===== src/rtl/plab3_mem_line_word_adapter_pkg.sv =====
// Shared memory-message widths, type encodings and width helpers used by the
// line-to-word adapter. Field order, MSB first:
//   request  : {type, opaque, addr, len, data}
//   response : {type, opaque, len, data}
package plab3_mem_line_word_adapter_pkg;

    localparam int MEM_TYPE_NBITS = 3;

    localparam logic [MEM_TYPE_NBITS-1:0] MEM_READ  = 3'd0;
    localparam logic [MEM_TYPE_NBITS-1:0] MEM_WRITE = 3'd1;
    localparam logic [MEM_TYPE_NBITS-1:0] MEM_INIT  = 3'd2;

    // Width of the len field for a given data width (bytes per beat, log2)
    function automatic int mem_len_nbits(input int d);
        return $clog2(d / 8);
    endfunction

    function automatic int mem_req_nbits(input int o, input int a, input int d);
        return MEM_TYPE_NBITS + o + a + mem_len_nbits(d) + d;
    endfunction

    function automatic int mem_resp_nbits(input int o, input int d);
        return MEM_TYPE_NBITS + o + mem_len_nbits(d) + d;
    endfunction

endpackage


===== src/rtl/plab3_mem_line_word_adapter_line_buf.sv =====
// Cacheline buffer: one word slot per downstream beat. A full line can be
// loaded in parallel, single slots can be overwritten by index, and the whole
// line is always visible on the read port.
module plab3_mem_line_buf
    import plab3_mem_line_word_adapter_pkg::*;
#(
    parameter int dbw    = 32,
    parameter int nwords = 4
)(
    input  logic                       clk,
    input  logic                       reset,
    input  logic                       load_en,
    input  logic [nwords*dbw-1:0]      load_line,
    input  logic                       wr_en,
    input  logic [$clog2(nwords)-1:0]  wr_idx,
    input  logic [dbw-1:0]             wr_data,
    output logic [nwords*dbw-1:0]      line
);

    logic [nwords*dbw-1:0] line_q;

    // Parallel load has priority over the single-slot write
    always_ff @(posedge clk or negedge reset) begin
        if (!reset) begin
            line_q <= '0;
        end else if (load_en) begin
            line_q <= load_line;
        end else if (wr_en) begin
            line_q[wr_idx*dbw +: dbw] <= wr_data;
        end
    end

    assign line = line_q;

endmodule


===== src/rtl/plab3_mem_line_word_adapter.sv =====
// Splits one cacheline request into four sequential word requests and gathers
// the word responses back into one line response. Only one word request is
// ever outstanding; word responses are assumed to return in order.
module plab3_mem_line_word_adapter
    import plab3_mem_line_word_adapter_pkg::*;
#(
    parameter int p_opaque_nbits = 8,
    parameter int abw            = 32,
    parameter int clw            = 128,
    parameter int dbw            = 32
)(
    input  logic                                          clk,
    input  logic                                          reset,
    input  logic                                          domain,

    input  logic                                          linereq_val,
    output logic                                          linereq_rdy,
    input  logic [mem_req_nbits(p_opaque_nbits,abw,clw)-1:0] linereq_msg,

    output logic                                          lineresp_val,
    input  logic                                          lineresp_rdy,
    output logic [mem_resp_nbits(p_opaque_nbits,clw)-1:0] lineresp_msg,

    output logic                                          wordreq_val,
    input  logic                                          wordreq_rdy,
    output logic [mem_req_nbits(p_opaque_nbits,abw,dbw)-1:0] wordreq_msg,

    input  logic                                          wordresp_val,
    output logic                                          wordresp_rdy,
    input  logic [mem_resp_nbits(p_opaque_nbits,dbw)-1:0] wordresp_msg,

    output logic                                          txn_domain
);

    localparam int LREQ_W  = mem_req_nbits(p_opaque_nbits, abw, clw);
    localparam int WRESP_W = mem_resp_nbits(p_opaque_nbits, dbw);
    localparam int CL_LEN  = mem_len_nbits(clw);
    localparam int W_LEN   = mem_len_nbits(dbw);
    localparam int NWORDS  = clw / dbw;

    typedef enum logic [1:0] {
        ST_IDLE = 2'd0,
        ST_REQ  = 2'd1,
        ST_WAIT = 2'd2,
        ST_RESP = 2'd3
    } state_t;

    state_t state, state_next;

    logic [1:0]                k;
    logic [2:0]                type_q;
    logic [p_opaque_nbits-1:0] opaque_q;
    logic [abw-1:0]            addr_q;
    logic                      domain_q;
    logic [clw-1:0]            line_q;

    // Line request field extraction
    logic [2:0]                lr_type;
    logic [p_opaque_nbits-1:0] lr_opaque;
    logic [abw-5:0]            lr_addr_hi;
    logic [clw-1:0]            lr_data;

    assign lr_type    = linereq_msg[LREQ_W-1 -: 3];
    assign lr_opaque  = linereq_msg[LREQ_W-4 -: p_opaque_nbits];
    assign lr_addr_hi = linereq_msg[clw+CL_LEN+4 +: abw-4];
    assign lr_data    = linereq_msg[clw-1:0];

    logic line_accept, word_done, resp_done;
    assign line_accept = (state == ST_IDLE) && linereq_val;
    assign word_done   = (state == ST_WAIT) && wordresp_val;
    assign resp_done   = (state == ST_RESP) && lineresp_rdy;

    // Line length, request address low bits and word-response header are
    // deliberately ignored by this block
    logic unused_msg_bits;
    assign unused_msg_bits = &{1'b0, linereq_msg[clw +: CL_LEN+4],
                               wordresp_msg[WRESP_W-1:dbw]};

    plab3_mem_line_buf #(
        .dbw    (dbw),
        .nwords (NWORDS)
    ) line_buf (
        .clk       (clk),
        .reset     (reset),
        .load_en   (line_accept),
        .load_line (lr_data),
        .wr_en     (word_done),
        .wr_idx    (k),
        .wr_data   (wordresp_msg[dbw-1:0]),
        .line      (line_q)
    );

    // State register
    always_ff @(posedge clk or negedge reset) begin
        if (!reset) begin
            state <= ST_IDLE;
        end else begin
            state <= state_next;
        end
    end

    // Transaction header and word index; k only wraps on line completion
    always_ff @(posedge clk or negedge reset) begin
        if (!reset) begin
            k        <= 2'd0;
            type_q   <= '0;
            opaque_q <= '0;
            addr_q   <= '0;
            domain_q <= 1'b0;
        end else if (line_accept) begin
            k        <= 2'd0;
            type_q   <= lr_type;
            opaque_q <= lr_opaque;
            addr_q   <= {lr_addr_hi, 4'h0};
            domain_q <= domain;
        end else if (word_done && (k != 2'd3)) begin
            k <= k + 2'd1;
        end else if (resp_done) begin
            k <= 2'd0;
        end
    end

    // Next-state and handshake outputs
    always_comb begin
        state_next   = state;
        linereq_rdy  = 1'b0;
        wordreq_val  = 1'b0;
        wordresp_rdy = 1'b0;
        lineresp_val = 1'b0;
        case (state)
            ST_IDLE: begin
                linereq_rdy = 1'b1;
                if (linereq_val) state_next = ST_REQ;
            end
            ST_REQ: begin
                wordreq_val = 1'b1;
                if (wordreq_rdy) state_next = ST_WAIT;
            end
            ST_WAIT: begin
                wordresp_rdy = 1'b1;
                if (wordresp_val) state_next = (k == 2'd3) ? ST_RESP : ST_REQ;
            end
            ST_RESP: begin
                lineresp_val = 1'b1;
                if (lineresp_rdy) state_next = ST_IDLE;
            end
            default: state_next = ST_IDLE;
        endcase
    end

    assign wordreq_msg = {type_q,
                          {{(p_opaque_nbits-2){1'b0}}, k},
                          addr_q + {{(abw-4){1'b0}}, k, 2'b00},
                          {W_LEN{1'b0}},
                          line_q[dbw*k +: dbw]};

    assign lineresp_msg = {type_q,
                           opaque_q,
                           {CL_LEN{1'b0}},
                           (type_q == MEM_READ) ? line_q : {clw{1'b0}}};

    assign txn_domain = domain_q;

endmodule


===== config.mk =====
export PLATFORM = sky130hd
export DESIGN_NAME = plab3_mem_line_word_adapter
export DESIGN_NICKNAME = d
export VERILOG_FILES = /design/src/rtl/plab3_mem_line_word_adapter_pkg.sv /design/src/rtl/plab3_mem_line_word_adapter_line_buf.sv /design/src/rtl/plab3_mem_line_word_adapter.sv
export SDC_FILE = /design/constraint.sdc
export NUM_CORES = 1
export LEC_CHECK = 0
export ABC_AREA = 1
export BUFFER_PORTS_ARGS = -buffer_cell sky130_fd_sc_hd__buf_2
export CORE_AREA = 2 2 176 178
export CTS_CLUSTER_SIZE = 40
export DETAILED_ROUTE_END_ITERATION = 10
export DIE_AREA = 0 0 178 180
export HOLD_SLACK_MARGIN = 0.03
export REMOVE_ABC_BUFFERS = 1
export SLEW_MARGIN = 20
export SYNTH_ARGS = -nofsm -noshare
export SYNTH_HDL_FRONTEND = slang
export SYNTH_SLANG_ARGS = --single-unit
export TNS_END_PERCENT = 20

===== constraint.sdc =====
create_clock -name clk -period 5.8 [get_ports clk]
set_input_delay 0.29 -clock clk [delete_from_list [all_inputs] [get_ports clk]]
set_output_delay 0.29 -clock clk [all_outputs]
set_load 0.01 [all_outputs]

==> impl_metrics.csv, run 1 <==
group,metric,value,unit
critical_path,critical_path.cell_chain,"inv_2 -> ha_1 -> nor2_4 -> nand3_1 -> nor2_1 -> nand2_1 -> nand3_1",
cts,cts_setup_buffers,0,
flow_run,maxCapViolCount,0,
timing,tns,0,ns
cts,cts_tree,"yes",
timing,maxSlewViolCount,0,
global_routing,met3_usage,6.07,%
worst_hold_path,worstHoldPathType,"primary input to register",
global_routing,busiest_layer,"met2",
drt,detail_route.wl_per_cell,18.9,um
floorplanning,die_x,178,um
synth,synth.cell_area,10600,um2
finish,fin_area,13400,um2
critical_path,critPathKind,"register to register",
cts,cts_buffers,17,
drt,drcViolationCount,0,
drt,drt_pass1_iterations,6,
drt,dr.first_iter.drc_count,1063,
critical_path,start_kind,"register",
worst_hold_path,hold-path-cell-count,3,
global_routing,grt_pass1_vias,12000,
cts,cts_root_buffer,"clkbuf_16",
status,outcome,"complete, no violations",
cts,worstSkewPairLatency,0.42,ns
critical_path,worst_ep_required_time,6.16,ns
finish,final_util,44.3,%
floorplanning,ios,452,
placed_design,dpl_cell_area,12700,um2
floorplanning,num_rows,64,
cts,path_clk_slew,0.08,ns
timing,setup_ws,1.84,ns
timing,period_share,68.2,%
synth,syn_inst,1602,
timing,relSlewSlack,25.7,%
global_routing,track_usage,27.1,%
placed_design,dp_hpwl,28300,um
global_routing,globalRouteMet1Util,33.9,%
critical_path,max_stage_delay,1.00,ns
timing,min_period,3.96,ns
timing,clock.fmax,0.253,GHz
drt,antenna_left,0,
global_routing,overflow,0,
timing,worstMarginPinSlew,1.11,ns
power,ir_drop,0.230,mV
power,p_total,7.81,mW
synth,avgSynthCellArea,6.63,um2
cts,hold_buffers,3,
global_routing,use_met2,45.8,%
placed_design,gp_congestion,0.843,
drt,wirelength,44100,um
finish,areaGrowthSynthToFinish,25.8,%
floorplanning,start_util,35.2,%
synth,yosysWarningCount,0,
synth,ys_ff_latch,172,
finish,finalNonFillerCells,2339,
finish,layout-drive-gt1-share,25.1,%
power,p_leak,7.26,nW
critical_path,cpMostUsedCell,"nand3_1",
critical_path,slowest_stage,"dfrtp_2",
global_routing,grt_pass1_wl,67500,um
critical_path,path_max_fanout,38,
drt,vias,12300,
global_routing,grt_max_degree,114,
floorplanning,die-area,32000,um2
floorplanning,core_area,30200,um2
power,p_per_area,584,nW/um2
timing,rsz0062_at_grt,"false",
synth,synth_cell_types,24,
cts,cts_max_level,4,
placed_design,io_buffers,416,
critical_path,arrival,4.31,ns
drt,vias_per_cell,5.27,
floorplanning,die_h,180,um
synth,seq_area_frac_synth,40.5,%
placed_design,pre_cts_slack,2.01,ns
global_routing,antenna_found_initial,8,
timing,fin_skew,0.0125,ns
cts,cts_resized,0,
timing,hold_violations,0,
cts,clockBufferDepth,2,
critical_path,r2r_cells,7,
timing,setup_viol,0,
finish,nNetsFinal,2155,
critical_path,cp-end-kind,"register",
cts,clock-sinks,172,
timing,timing.hold.ws,0.0490,ns
placed_design,dp_cells,2296,
-- Yosys cell counts --
master	count	area [um2]
a21oi_1	2	10.0
buf_1	6	22.5
buf_2	67	335
buf_4	29	218
clkbuf_1	43	161
conb_1	1	3.75
dfrtp_1	172	4300
ha_1	5	62.6
inv_1	144	541
inv_2	4	15.0
nand2_1	337	1260
nand2_2	1	6.26
nand2_4	1	11.3
nand3_1	394	1970
nand3_2	2	20.0
nand3b_1	1	7.51
nand4_1	3	18.8
nor2_1	289	1080
nor2_2	2	12.5
nor2_4	1	11.3
nor2_8	1	20.0
o21ai_0	64	320
o22ai_1	32	200
or3_1	1	6.26
-- metal layers --
layer / wire [um] / vias to the layer above
met3: 4110 / 93
met4: 1220 / 4
met5: 22 / -
li1: - / 5731
met2: 21300 / 654
met1: 17500 / 5838
-- sequential cells by signal (all words and copies together) (netlist names) --
| register | count |
|---|---|
| state | 2 |
| k | 2 |
| opaque_q | 8 |
| txn_domain | 1 |
| type_q | 3 |
| addr_q | 28 |
| line_buf.line | 128 |
-- kinds of logic (layout without fill, tap and decap cells) --
logic type / count (synthesis) / count (layout) / synth area share [%]
AND/OR/NAND/NOR: 1033 / 1033 / 41.7
buffers and inverters: 293 / 614 / 12.2
flip-flops: 172 / 172 / 40.5
AO/OA/AOI/OAI: 98 / 98 / 4.99
adder cells (fa/ha/maj): 5 / 5 / 0.589
other: 1 / 21 / 0.0353
-- report_power, final --
part           leakage (nW)  switching, mW  total (mW)  internal, mW
Combinational          4.85           2.86        4.30          1.45
Clock                 0.287          0.585        1.17         0.590
Sequential             2.12          0.554        2.33          1.78
-- cell usage in the layout (no fill, tap or decap), types with 7 or more instances in the layout --
master	n
nor2_1	288
nand2_1	337
dfrtp_1	170
clkbuf_16	17
o21ai_0	64
inv_1	141
diode_2	7
conb_1	14
buf_4	13
buf_2	415
o22ai_1	32
nand3_1	392
-- worst paths after layout --
path,end,slack (ns),from
setup / recovery,line_buf.line[12],1.84,k[1]
hold / removal,addr_q[13],0.05,linereq_msg[145]
setup reg to reg,line_buf.line[12],1.84,k[1]
hold reg to reg,addr_q[31],0.48,addr_q[31]
max in group asynchronous,addr_q[14],4.03,reset
min in group asynchronous,state[0],0.40,reset
-- worst max-delay path: cells and delay by family, from the launching register on --
family / cells / cell delay (ns)
buffers and inverters: 1 / 0.64
flip-flops: 1 / 1.00
adder cells (fa/ha/maj): 1 / 0.70
AND/OR/NAND/NOR: 5 / 1.53
-- area by class of cell --
class	instances	area, um2
multi-input combinational	1150	5140
inverter	148	562
sequential	172	4310
tap	396	495
clock buffer	18	439
antenna	7	17.5
fill	3283	16800
clock inverter	14	145
timing repair buffer	434	2260
No activity file was read; power rests on OpenSTA's default activity.
==> run 2, diff against run 1 <==
==> constraint.sdc (replaced) <==
create_clock -name clk -period 3.8 [get_ports clk]
set_input_delay 0.19 -clock clk [delete_from_list [all_inputs] [get_ports clk]]
set_output_delay 0.19 -clock clk [all_outputs]
set_load 0.01 [all_outputs]
==> run 2 against run 1 <==
Against the previous run: register-to-register slack got worse by 0.86 ns; highest routed layer unchanged; critical path type is now register to output port; power rose by 54%; via count rose by 6.2%; clock power rose by 50%; routed wire length rose by 4.4%; worst setup slack got worse by 1.0 ns; worst hold slack got worse by 0.016 ns; clock skew fell by 0.0023 ns.
==> impl_metrics.csv, run 2 (same netlist as run 1, synthesis figures left out) <==
group,metric,value,unit
critical_path,cpMostUsedCell,"buf_4",
finish,fillers,3077,
drt,vias,13100,
floorplanning,die_x,178,um
critical_path,worst_r2r_endpoint,"line_buf.line[122]",
critical_path,cp.buffers_inverters,4,
timing,rsz0062_at_grt,"false",
floorplanning,ios,452,
critical_path,start_kind,"register",
timing,maxSlewViolCount,0,
timing,fin_skew,0.0101,ns
cts,clock-sinks,172,
timing,period_share,78.2,%
placed_design,dpl_cell_area,12800,um2
finish,final_cell_mix,"415 x buf_2, 392 x nand3_1, 337 x nand2_1, 288 x nor2_1, 170 x dfrtp_1",
drt,wirelength,46100,um
drt,antenna_left,0,
timing,setup_viol,0,
cts,path_clk_slew,0.07,ns
placed_design,dp_hpwl,29000,um
finish,fin_area,15000,um2
critical_path,r2r_cells,6,
flow_run,maxCapViolCount,0,
critical_path,path_max_fanout,55,
floorplanning,start_util,35.2,%
global_routing,grt_max_degree,98,
critical_path,critPathKind,"register to output port",
global_routing,antenna_found_initial,3,
timing,timing.hold.ws,0.0328,ns
critical_path,worst_ep_required_time,3.61,ns
global_routing,track_usage,28.3,%
critical_path,cp-end-kind,"output port",
drt,vias_per_cell,5.22,
floorplanning,die_h,180,um
power,ir_drop,0.463,mV
cts,clockBufferDepth,2,
critical_path,critical_path.cell_chain,"clkinv_2 -> buf_4 -> buf_4 -> o21ai_0 -> o22ai_1 -> buf_2",
timing,min_period,2.97,ns
global_routing,grt_pass1_wl,70300,um
finish,layout-drive-gt1-share,23.4,%
critical_path,rr_startpoint,"k[0]",
finish,largest_register_ffs,128,
finish,layout_commonest_cell,"buf_2",
worst_hold_path,holdPathEnd,"line_buf.line[39]",
placed_design,io_buffers,416,
timing,clock.fmax,0.337,GHz
cts,worstSkewPairLatency,0.43,ns
finish,areaGrowthSynthToFinish,41.4,%
placed_design,gp_congestion,0.855,
drt,dr.first_iter.drc_count,1195,
critical_path,max_stage_delay,0.59,ns
critical_path,cp_top_family,"buffers and inverters",
cts,hold_buffers,165,
critical_path,arrival,2.78,ns
global_routing,grt_pass1_vias,12600,
critical_path,r2r_slack,0.98,ns
worst_hold_path,hp-start,"linereq_msg[39]",
floorplanning,num_rows,64,
timing,hold_violations,0,
cts,cts_max_level,4,
global_routing,overflow,0,
cts,cts_resized,0,
worst_hold_path,worstHoldPathType,"primary input to register",
power,p_leak,7.96,nW
cts,cts_root_buffer,"clkbuf_16",
cts,cts_tree,"yes",
drt,drcViolationCount,0,
power,p_per_area,802,nW/um2
timing,relSlewSlack,20.7,%
cts,cts_buffers,17,
floorplanning,core_area,30200,um2
status,outcome,"complete, no violations",
worst_hold_path,hold-path-cell-count,3,
finish,finalNonFillerCells,2505,
finish,nNetsFinal,2326,
critical_path,slowest_stage,"buf_4",
drt,drt_pass1_iterations,7,
drt,detail_route.wl_per_cell,18.4,um
floorplanning,die-area,32000,um2
timing,tns,0,ns
placed_design,dp_cells,2305,
timing,worstMarginPinSlew,1.19,ns
cts,cts_setup_buffers,0,
-- run 2: changes by cell type in the layout (fill, tap and decap cells not counted), moves of 3 or more --
cell and change:
dlygate4sd3_1 +163, buf_4 +8, diode_2 -5, inv_8 -5, clkinv_2 +3
-- run 2: how the worst max path moves through the flow --
| stage | startpoint | endpoint | slack (ns) | depth (start not counted) |
|---|---|---|---|---|
| floorplan | k[0] | line_buf.line[33] | -0.69 | 6 |
| global placement | k[0] | line_buf.line[103] | 1.11 | 5 |
| detailed placement | k[0] | line_buf.line[109] | 1.09 | 5 |
| CTS | k[0] | wordreq_msg[8] | 0.95 | 6 |
| global route | k[0] | wordreq_msg[8] | 0.69 | 6 |
| finish | k[0] | wordreq_msg[8] | 0.83 | 6 |
-- run 2: routing by layer --
layer	wire length, um	GRT usage, %	vias to the layer above
li1	-	-	6068
met1	18600	36.0	6200
met2	22000	47.4	698
met3	3830	4.80	110
met4	1580	11.2	2
met5	13	0	-
-- run 2: final cells by class --
type	count	area [um2]	area share [%]
clock inverters	15	136	0.908
multi-input cells	1150	5140	34.2
well taps	396	495	3.30
clock buffers	17	425	2.83
flip-flops and latches	172	4310	28.7
diodes	2	5.00	0.0333
repair buffers	605	3950	26.3
inverters	148	562	3.74
-- run 2: worst register-to-register path: stages, from the launching register on --
cell,delay (ns)
dfrtp_2,0.37
buf_4,0.66
ha_1,0.38
inv_1,0.10
nor2_4,0.92
nand3_1,0.20
nand3_1,0.13
-- run 2: power by group --
group          internal [mW]  switching, mW  leakage, nW
logic                   2.32           4.51         5.56
clock network          0.915          0.838        0.279
registers               2.72          0.750         2.12
total                   5.95           6.10         7.96
-- run 2: metrics by stage --
step | util (%) | power [mW] | worst slack, ns
final | 49.8 | 12.1 | 0.829
after global routing | 49.8 | 13.0 | 0.686
after CTS | 49.7 | 12.0 | 0.952
after detailed placement | 42.4 | 10.1 | 1.09
after global placement | 42.4 | 10.0 | 1.11
after floorplan | - | 7.23 | -0.686
==> run 3, diff against run 2 <==
==> constraint.sdc (replaced) <==
create_clock -name clk -period 3.05 [get_ports clk]
set_input_delay 0.1525 -clock clk [delete_from_list [all_inputs] [get_ports clk]]
set_output_delay 0.1525 -clock clk [all_outputs]
set_load 0.01 [all_outputs]
==> run 3 against run 2 <==
Against the previous run: critical path depth shrank 2; critical path type unchanged; final area is 0.92% higher; via count is 0.46% lower.
==> impl_metrics.csv, run 3 (same netlist as run 1, synthesis figures left out) <==
group,metric,value,unit
cts,hold_buffers,168,
timing,period_share,89.7,%
critical_path,start_kind,"register",
placed_design,dpl_cell_area,12900,um2
floorplanning,die-area,32000,um2
placed_design,dp_cells,2313,
finish,layout-drive-gt1-share,23.6,%
global_routing,track_usage,28.9,%
floorplanning,num_rows,64,
drt,vias_per_cell,5.17,
cts,cts_tree,"yes",
power,p_per_area,996,nW/um2
timing,rsz0062_at_grt,"false",
critical_path,r2r_slack,0.38,ns
cts,cts_setup_buffers,0,
timing,min_period,2.74,ns
drt,detail_route.wl_per_cell,18.5,um
finish,final_cell_mix,"415 x buf_2, 392 x nand3_1, 337 x nand2_1, 288 x nor2_1, 170 x dfrtp_1",
power,ir_drop,0.625,mV
placed_design,pre_cts_slack,0.431,ns
finish,layout_commonest_cell,"buf_2",
floorplanning,start_util,35.2,%
placed_design,io_buffers,416,
cts,path_clk_slew,0.07,ns
finish,areaGrowthSynthToFinish,42.7,%
critical_path,critical_path.cell_chain,"buf_4 -> o21ai_0 -> o22ai_1 -> buf_2",
global_routing,grt_pass1_vias,12900,
critical_path,path_max_fanout,55,
floorplanning,die_x,178,um
critical_path,worst_ep_required_time,2.90,ns
global_routing,antenna_found_initial,4,
finish,finalNonFillerCells,2516,
timing,hold_violations,0,
cts,cts_max_level,4,
cts,cts_buffers,17,
finish,nNetsFinal,2336,
critical_path,critPathKind,"register to output port",
critical_path,slowest_stage,"dfrtp_2",
timing,timing.hold.ws,0.0674,ns
timing,fin_skew,0.0101,ns
drt,wirelength,46600,um
worst_hold_path,worstHoldPathType,"primary input to register",
cts,clockBufferDepth,2,
floorplanning,ios,452,
cts,cts_resized,0,
flow_run,maxCapViolCount,0,
power,p_total,15.1,mW
timing,maxSlewViolCount,0,
critical_path,arrival,2.58,ns
placed_design,gp_congestion,0.854,
drt,antenna_left,0,
floorplanning,core_area,30200,um2
status,outcome,"complete, no violations",
cts,worstSkewPairLatency,0.44,ns
finish,fin_area,15200,um2
global_routing,grt_max_degree,105,
drt,dr.first_iter.drc_count,1272,
finish,final_util,50.2,%
timing,clock.fmax,0.365,GHz
drt,vias,13000,
cts,cts_root_buffer,"clkbuf_16",
global_routing,overflow,0,
placed_design,dp_hpwl,29500,um
critical_path,cp-end-kind,"output port",
timing,relSlewSlack,40.5,%
timing,setup_viol,0,
global_routing,grt_pass1_wl,71900,um
timing,tns,0,ns
critical_path,max_stage_delay,0.68,ns
drt,drt_pass1_iterations,6,
power,p_leak,8.01,nW
timing,worstMarginPinSlew,0.892,ns
finish,largest_register_ffs,128,
floorplanning,die_h,180,um
cts,clock-sinks,172,
timing,setup_ws,0.314,ns
drt,drcViolationCount,0,
run 3: metal layers:
layer / track usage [%] / share of wire [%]
met1: 36.0 / 40
met2: 48.4 / 48
met3: 5.12 / 8.3
met4: 13.0 / 3.5
met5: 0 / 0
run 3: cell type report:
cell class                      instances  area (um2)
Timing Repair Buffer                  615        4080
Inverter                              148         562
Clock buffer                           22         474
Multi-Input combinational cell       1150        5140
Tap cell                              396         495
Fill cell                            3037       15000
Sequential cell                       172        4310
Clock inverter                          9        90.1
Antenna cell                            4        10.0
run 3: critical path: cells and delay by family (launching register included):
family	cells	cell delay (ns)
buf+inv	2	0.79
flops	1	0.68
compound gates	2	0.57
run 3: final timing paths:
check                                 from  cells past startpoint            endpoint
setup / recovery                      k[0]                      4      wordreq_msg[8]
hold / removal             linereq_msg[90]                      3   line_buf.line[90]
setup reg to reg                      k[0]                      7   line_buf.line[88]
hold reg to reg                opaque_q[2]                      2         opaque_q[2]
max in group asynchronous            reset                      3   line_buf.line[87]
min in group asynchronous            reset                      2  line_buf.line[104]
run 3: power breakdown:
| part | internal [mW] | switching (mW) |
|---|---|---|
| combinational | 2.95 | 5.58 |
| sequential | 3.39 | 0.978 |
| clock | 1.19 | 1.01 |
